### config.mk
export PLATFORM = sky130hd
export DESIGN_NAME = memory_arbiter
export DESIGN_NICKNAME = d
export VERILOG_FILES = /design/src/rtl/riscv_pkg.sv /design/src/rtl/memory_arbiter.sv
export SDC_FILE = /design/constraint.sdc
export NUM_CORES = 1
export LEC_CHECK = 0
export ABC_CLOCK_PERIOD_IN_PS = 5060
export BUFFER_PORTS_ARGS = -buffer_cell sky130_fd_sc_hd__buf_4
export CAP_MARGIN = 20
export CORE_UTILIZATION = 50
export DETAILED_ROUTE_END_ITERATION = 10
export GPL_ROUTABILITY_DRIVEN = 0
export GPL_TIMING_DRIVEN = 0
export HOLD_SLACK_MARGIN = 0.05
export PLACE_DENSITY = 0.84
export RECOVER_POWER = 50
export SLEW_MARGIN = 20
export SYNTH_ARGS = -nofsm -noshare
export SYNTH_HDL_FRONTEND = slang
export SYNTH_SLANG_ARGS = --single-unit
### constraint.sdc
create_clock -name clk -period 5.06 [get_ports clk]
set_input_delay 1.012 -clock clk [delete_from_list [all_inputs] [get_ports clk]]
set_output_delay 1.012 -clock clk [all_outputs]
set_load 0.02 [all_outputs]
### src/rtl/riscv_pkg.sv
// Shared core types: machine word width and the memory arbiter FSM encoding.
package riscv_pkg;

  localparam int XLEN = 32;

  typedef enum logic [1:0] {
    IDLE    = 2'd0,
    BUSY_IF = 2'd1,
    BUSY_DM = 2'd2
  } arb_state_t;

endpackage

### src/rtl/memory_arbiter.sv
// Shares one single-port memory between fetch and data ports; data wins, fetch waits at most MAX_DM_STREAK grants.
// Latency >= 2 cycles request-to-valid; ports hold req until their valid pulse and see stall_F/stall_M meanwhile.
module memory_arbiter
  import riscv_pkg::*;
#(
  parameter int ADDR_W        = XLEN,
  parameter int DATA_W        = XLEN,
  parameter int MAX_DM_STREAK = 4
) (
  input  logic              clk,
  input  logic              rst_n,

  input  logic              if_req,
  input  logic [ADDR_W-1:0] if_addr,
  input  logic              if_abort,
  output logic [DATA_W-1:0] if_rdata,
  output logic              if_valid,
  output logic              stall_F,

  input  logic              dm_req,
  input  logic              dm_we,
  input  logic [ADDR_W-1:0] dm_addr,
  input  logic [DATA_W-1:0] dm_wdata,
  output logic [DATA_W-1:0] dm_rdata,
  output logic              dm_valid,
  output logic              stall_M,

  output logic              mem_req,
  output logic              mem_we,
  output logic [ADDR_W-1:0] mem_addr,
  output logic [DATA_W-1:0] mem_wdata,
  input  logic [DATA_W-1:0] mem_rdata,
  input  logic              mem_ready
);

  localparam int SW = $clog2(MAX_DM_STREAK + 1);
  localparam logic [SW-1:0] STREAK_MAX = SW'(MAX_DM_STREAK);

  arb_state_t        state_q, state_d;
  logic [SW-1:0]     streak_q, streak_d;
  logic              abort_pend_q, abort_pend_d;
  logic [ADDR_W-1:0] addr_q, addr_d;
  logic              we_q, we_d;
  logic [DATA_W-1:0] wdata_q, wdata_d;
  logic              if_valid_q, if_valid_d;
  logic              dm_valid_q, dm_valid_d;
  logic [DATA_W-1:0] if_rdata_q, if_rdata_d;
  logic [DATA_W-1:0] dm_rdata_q, dm_rdata_d;

  // A port whose valid is pulsing still holds its old req; masking it stops a duplicate grant.
  logic if_elig, dm_elig, grant_dm, grant_if;

  assign if_elig  = if_req & ~if_valid_q;
  assign dm_elig  = dm_req & ~dm_valid_q;
  assign grant_dm = dm_elig & (~if_elig | (streak_q != STREAK_MAX));
  assign grant_if = if_elig & ~grant_dm;

  always_comb begin
    state_d      = state_q;
    streak_d     = streak_q;
    abort_pend_d = abort_pend_q;
    addr_d       = addr_q;
    we_d         = we_q;
    wdata_d      = wdata_q;
    if_valid_d   = 1'b0;
    dm_valid_d   = 1'b0;
    if_rdata_d   = if_rdata_q;
    dm_rdata_d   = dm_rdata_q;

    case (state_q)
      IDLE: begin
        abort_pend_d = 1'b0;
        if (grant_dm) begin
          state_d = BUSY_DM;
          addr_d  = dm_addr;
          we_d    = dm_we;
          wdata_d = dm_wdata;
          if (!if_req) begin
            streak_d = '0;
          end else if (streak_q != STREAK_MAX) begin
            streak_d = streak_q + 1'b1;
          end
        end else if (grant_if) begin
          state_d  = BUSY_IF;
          addr_d   = if_addr;
          we_d     = 1'b0;
          streak_d = '0;
        end
      end

      BUSY_IF: begin
        if (if_abort) begin
          abort_pend_d = 1'b1;
        end
        if (mem_ready) begin
          state_d      = IDLE;
          abort_pend_d = 1'b0;
          // An abort in the completing cycle itself must also swallow the result.
          if (!(abort_pend_q | if_abort)) begin
            if_valid_d = 1'b1;
            if_rdata_d = mem_rdata;
          end
        end
      end

      BUSY_DM: begin
        if (mem_ready) begin
          state_d    = IDLE;
          dm_valid_d = 1'b1;
          if (!we_q) begin
            dm_rdata_d = mem_rdata;
          end
        end
      end

      default: state_d = IDLE;
    endcase
  end

  always_ff @(posedge clk or negedge rst_n) begin
    if (!rst_n) begin
      state_q      <= IDLE;
      streak_q     <= '0;
      abort_pend_q <= 1'b0;
      addr_q       <= '0;
      we_q         <= 1'b0;
      wdata_q      <= '0;
      if_valid_q   <= 1'b0;
      dm_valid_q   <= 1'b0;
      if_rdata_q   <= '0;
      dm_rdata_q   <= '0;
    end else begin
      state_q      <= state_d;
      streak_q     <= streak_d;
      abort_pend_q <= abort_pend_d;
      addr_q       <= addr_d;
      we_q         <= we_d;
      wdata_q      <= wdata_d;
      if_valid_q   <= if_valid_d;
      dm_valid_q   <= dm_valid_d;
      if_rdata_q   <= if_rdata_d;
      dm_rdata_q   <= dm_rdata_d;
    end
  end

  assign mem_req   = (state_q != IDLE);
  assign mem_we    = (state_q == BUSY_DM) & we_q;
  assign mem_addr  = addr_q;
  assign mem_wdata = wdata_q;

  assign if_valid  = if_valid_q;
  assign dm_valid  = dm_valid_q;
  assign if_rdata  = if_rdata_q;
  assign dm_rdata  = dm_rdata_q;

  assign stall_F   = if_req & ~if_valid_q;
  assign stall_M   = dm_req & ~dm_valid_q;

endmodule

==> run metrics, run 1 <==
VDD IR max=0.458 mV; crit-path cells=inv_1, ha_1, clkbuf_1, inv_1, clkbuf_1, buf_4; Slew headroom=55.4%; # hold bufs at CTS=0; critical path data required time=4.05 ns; kind of critical path=reg2out; Die H=113 um; Slew @ Worst Pin=0.669 ns; Hold Path End=mem_wdata[20]; clk slew on worst S/H paths=0.05 ns; clk sinks=137; Final #Nets=875; max-cap viol count=0; Switching Fraction=37.3%; Final setup viols=0; Worst path top cell family by delay=buffers and inverters; register area=3430 um2; shortest period the worst path allows=3.09 ns; via count=5,034; Yosys warning count=0; Worst Hold Launch=mem_wdata[20]; pre-CTS setup slack=2.37 ns; Routed WL=16,800 um; antenna violations before repair=0; CP arrival=2.08 ns; fill count=841; largest area contributor in the netlist=dfrtp_1; sequential share of power=32.9%; Hold Crit Class=reg2reg; starting density of the core=51.2%; Worst Skew=0.00958 ns; Slew Limit Fails=0; CTS max path bufs=2; sequential element share of the synthesized area=55.7%; FF-to-FF setup slack=2.59 ns; Yosys top cell area share=55.7%; TritonCTS clock tree=done; IO Count=269; Pleak=4.20 nW; Psw=2.24 mW; Inserted Clock Buffers=17; Reg2Reg Launch Point=streak_q[0]; row count=40; power density cells=679 nW/um2; post-DP HPWL=12,300 um; status=finished clean; largest net degree at the start of global routing=77; top_reg_cell synth=dfrtp_1; syn avg cell area=13.8 um2; ranking of synthesized cells by area=dfrtp_1 56%, mux2_2 17%, a221oi_1 4.6%; Mapped Area=6150 um2; drt first pass iters=5; vias in the first global route=5,247; R2R Path End=mem_wdata[28]; antenna-violating nets left=0; Critical Path Source Type=register; root buffer cell=clkbuf_16; Hold Vio Cnt, Final=0; grt ovf=0; Mapped Cells=447; CP max stage delay=0.39 ns; f_max=324 MHz; die width=113 um; WP buf/inv=5; slowest cell on the critical path=clkbuf_1; RSZ-0062 raised after global routing=no; global-route wire length before repair=26,400 um; Worst Slack Setup Final=1.97 ns; die area=12,700 um2; Logic pwr share=47.6%; 1st-iter DRT viols=268; P_int=3.77 mW; worst reg2reg path depth=6; share of cells above drive strength 1=54.4%; Fin Setup TNS=0 ns; Setup crit end kind=output port; FFs w/ async S/R, synth=100%; Multi-input gate area=2420 um2; crit-path max FO=10; register bit total from synthesis=137; drt drc=0; count leader, synth=dfrtp_1; PortBufs=268; clock share of power=19.5%; Skew-Pair Late Insertion Delay=0.42 ns; Post-CTS Setup Bufs=0; Hold Crit Depth=1; Final period util=61.1%; Post-synth EDFFs=0; wire per inst=18.8 um; syn_nets=587; Yosys cell types=38; H-Tree Level Count=4; post-cts resize count=0; Synth top cells by count=137 x dfrtp_1, 94 x mux2_2, 33 x o21ai_0, 32 x a221oi_1, 32 x and3b_1; via-per-instance ratio=5.62; synthesis-to-finish area growth=43.8%; global-route usage over all layers=27.1%; core footprint=12,000 um2
==> through the flow <==
step	total power, mW	utilization [%]	hold slack (ns)	std cells	cell area, um2
4_1_cts	6.09	74.4	0.501	894	8940
5_1_grt	6.29	73.6	0.521	894	8840
2_1_floorplan	3.64	-	0.467	447	6150
3_3_place_gp	4.77	69.5	0.478	862	8350
6_report	6.00	73.6	0.500	895	8850
3_5_place_dp	4.89	69.8	0.488	863	8380
==> registers in the layout (all words and copies together) (netlist names) <==
| signal | cells |
|---|---|
| if_valid | 1 |
| if_rdata | 32 |
| we_q | 1 |
| streak_q | 3 |
| mem_wdata | 32 |
| dm_rdata | 32 |
| dm_valid | 1 |
| state_q | 2 |
| mem_addr | 32 |
| abort_pend_q | 1 |
==> cells in the final DEF, fill, tap and decap left out, drive strengths merged <==
cell type / instances
nand3: 2
a31oi: 1
nand2b: 3
a22o: 2
o21ai: 33
nand4b: 1
and2: 2
nor2b: 1
dfrtp: 137
nand2: 2
a22oi: 1
clkbuf: 61
bufinv: 1
and3: 1
nor2: 4
a32o: 1
clkinv: 3
a221oi: 32
and3b: 32
clkinvlp: 2
and4b: 1
o221ai: 1
mux2: 97
o32ai: 2
diode: 1
o211ai: 1
a21oi: 1
a2bb2oi: 32
ha: 5
nand3b: 1
buf: 274
a211oi: 1
o2111ai: 1
inv: 8
==> power groups by stage <==
stage,Clock [mW],Combinational (mW),Sequential [mW]
floorplan,0,1.07,2.57
global placement,0,2.84,1.93
detailed placement,0,2.92,1.97
CTS,1.18,2.93,1.98
global route,1.23,3.02,2.03
finish,1.17,2.86,1.98
==> worst max path at each step <==
stage | from | endpoint | slack (ns) | cells past startpoint
6_report | state_q[0] | mem_req | 1.97 | 6
5_1_grt | state_q[0] | mem_req | 1.83 | 6
4_1_cts | state_q[0] | mem_req | 2.07 | 6
3_5_place_dp | if_req | stall_F | 2.37 | 5
3_3_place_gp | if_req | stall_F | 2.37 | 5
2_1_floorplan | if_req | stall_F | 2.66 | 3
==> routing by layer <==
layer / GRT usage, % / share of wire (%) / wire length (um)
met5: 0 / 0 / 0
met4: 13.6 / 2.7 / 454
met3: 7.66 / 7.3 / 1230
met2: 48.7 / 53 / 8920
met1: 29.2 / 37 / 6240
==> area by class of cell <==
type | count | share of cell area (%)
antenna | 1 | 0.0283
buffer | 41 | 2.09
clock buffer | 25 | 5.60
clock inverter | 6 | 0.721
inverter | 8 | 0.354
multi-input combinational | 261 | 27.4
sequential | 137 | 38.8
tap | 147 | 2.08
timing repair buffer | 269 | 23.0
==> cells by family (layout without fill, tap and decap cells) <==
group | count (synthesis) | after routing | share of synthesized area, %
AOI/OAI and AO/OA | 109 | 109 | 14.6
other | 0 | 1 | 0
and+or+nand+nor | 50 | 50 | 6.65
muxes | 97 | 97 | 17.8
DFF | 137 | 137 | 55.7
buffers and inverters | 49 | 349 | 4.27
adders and majority gates | 5 | 5 | 1.02
Note: power is estimated with default switching activity, not from simulation.
==> inputs of run 2 (changes only) <==
Settings changed: ABC_CLOCK_PERIOD_IN_PS 5060 to 3200, CORE_UTILIZATION 50 to 48, PLACE_DENSITY 0.84 to 0.81.
Clock period 5.06 ns to 3.2 ns, I/O delays scaled along.
==> run 2 against run 1 <==
  * Hold slack lost 0.052 ns
  * Wire length is 0.24% higher
  * Largest power group unchanged
  * Critical path type unchanged
  * Sequential share of layout area rose by 0.59 points
  * First-iteration DRC count up 16%
  * Critical endpoint unchanged
  * The run now ends with max-capacitance violations, max-slew violations left
  * Cell area decreased by 1.5%
  * Core utilization shrank 2.6 points
==> run metrics, run 2 (same netlist as run 1, synthesis figures left out) <==
max-cap viol count=1; critical path data required time=2.56 ns; Antenna Cells=0; IO Count=269; 1st-iter DRT viols=310; Hold Crit Class=in2reg; Worst Skew=0.00338 ns; Slew headroom=-19.6%; RSZ-0062 raised after global routing=no; Power, Total=9.14 mW; Routed WL=16,900 um; Final #Nets=875; most frequent cells in the layout=209 x buf_4, 137 x dfrtp_1, 92 x mux2_2; Fin Setup TNS=0 ns; clk slew on worst S/H paths=0.05 ns; Critical Path Source Type=register; Inserted Clock Buffers=17; die area=13,300 um2; CP max stage delay=0.38 ns; post-DP HPWL=12,700 um; power density cells=1050 nW/um2; VDD IR max=0.590 mV; H-Tree Level Count=4; global-route usage over all layers=26.0%; Final setup viols=0; Slew @ Worst Pin=1.79 ns; violated checks=max-capacitance violations, max-slew violations; CTS max path bufs=2; root buffer cell=clkbuf_16; via-per-instance ratio=5.45; die width=115 um; kind of critical path=reg2out; Skew-Pair Late Insertion Delay=0.41 ns; via count=4,990; met3 Resource Use GR=8.01%; shortest period the worst path allows=2.73 ns; Setup crit end kind=output port; Final period util=85.3%; antenna violations before repair=0; Pleak=4.02 nW; global-route wire length before repair=26,000 um; Most common cell on crit path=clkbuf_1; GRT met1 Usage=28.9%; crit-path cells=inv_1, ha_1, clkbuf_1, inv_2, clkbuf_1, buf_4; f_max=366 MHz; drt drc=0; slowest cell on the critical path=clkbuf_1; antenna-violating nets left=0; fill count=902; Slew Limit Fails=71; Post-CTS Setup Bufs=0; core footprint=12,300 um2; row count=40; TritonCTS clock tree=done; largest net degree at the start of global routing=72; post-cts resize count=0; Die H=115 um; CP arrival=2.09 ns; grt ovf=0; synthesis-to-finish area growth=41.7%; status=finished with violations; most common cell after layout, fill and taps aside=buf_4; Hold Vio Cnt, Final=0; drt first pass iters=4; # hold bufs at CTS=0; crit-path max FO=10; wire per inst=18.4 um; starting density of the core=50.2%; GRT busiest layer=met2; vias in the first global route=5,175; clk sinks=137; PortBufs=268; GRT met2 Usage=46.3%; share of cells above drive strength 1=48.4%
## run 2: per-stage QoR
step	area, um2	utilization, %	hold WS, ns	cells	setup WS, ns
5_1_grt	8710	71.1	0.437	916	0.347
3_3_place_gp	8370	68.3	0.480	883	1.02
4_1_cts	8960	73.0	0.179	916	0.573
3_5_place_dp	8410	68.6	0.483	884	1.01
6_report	8710	71.1	0.448	916	0.470
2_1_floorplan	6150	-	0.344	447	1.30
## run 2: area by class of cell
| cell class | count | area [um2] | share of cell area, % |
|---|---|---|---|
| inverter | 8 | 31.3 | 0.359 |
| tap | 168 | 210 | 2.41 |
| multi-input combinational | 261 | 2460 | 28.2 |
| clock buffer | 26 | 509 | 5.84 |
| sequential | 137 | 3430 | 39.3 |
| clock inverter | 6 | 38.8 | 0.445 |
| timing repair buffer | 269 | 1810 | 20.7 |
| buffer | 41 | 228 | 2.61 |
## run 2: power by group
part | leakage [nW] | total (mW) | switching [mW] | internal [mW]
combinational | 2.13 | 4.27 | 2.33 | 1.94
clock | 0.266 | 1.77 | 0.683 | 1.09
sequential | 1.63 | 3.10 | 0.500 | 2.60
total | 4.02 | 9.14 | 3.51 | 5.63
## run 2: path summary, 6_finish.rpt
| kind | start | end | slack [ns] | cells after the start |
|---|---|---|---|---|
| max | state_q[0] | mem_req | 0.47 | 6 |
| min | dm_wdata[20] | mem_wdata[20] | 0.45 | 2 |
| max in group asynchronous | rst_n | mem_wdata[11] | 1.42 | 1 |
| min in group asynchronous | rst_n | if_rdata[22] | 0.69 | 1 |
| max reg2reg | state_q[1] | if_rdata[29] | 1.12 | 6 |
| min reg2reg | mem_wdata[20] | mem_wdata[20] | 0.49 | 1 |
## run 2: worst max-delay path: cells and delay by family, from the launching register on
| family | cells | cell delay (ns) |
|---|---|---|
| adder cells (fa/ha/maj) | 1 | 0.19 |
| buffers and inverters | 5 | 1.14 |
| flip-flops | 1 | 0.35 |
## run 2: per-layer routing
metal	vias to the layer above	part of all wire, %
met5	-	0
met4	0	2.1
met3	26	8.0
met2	231	52
met1	2473	38
li1	2260	-
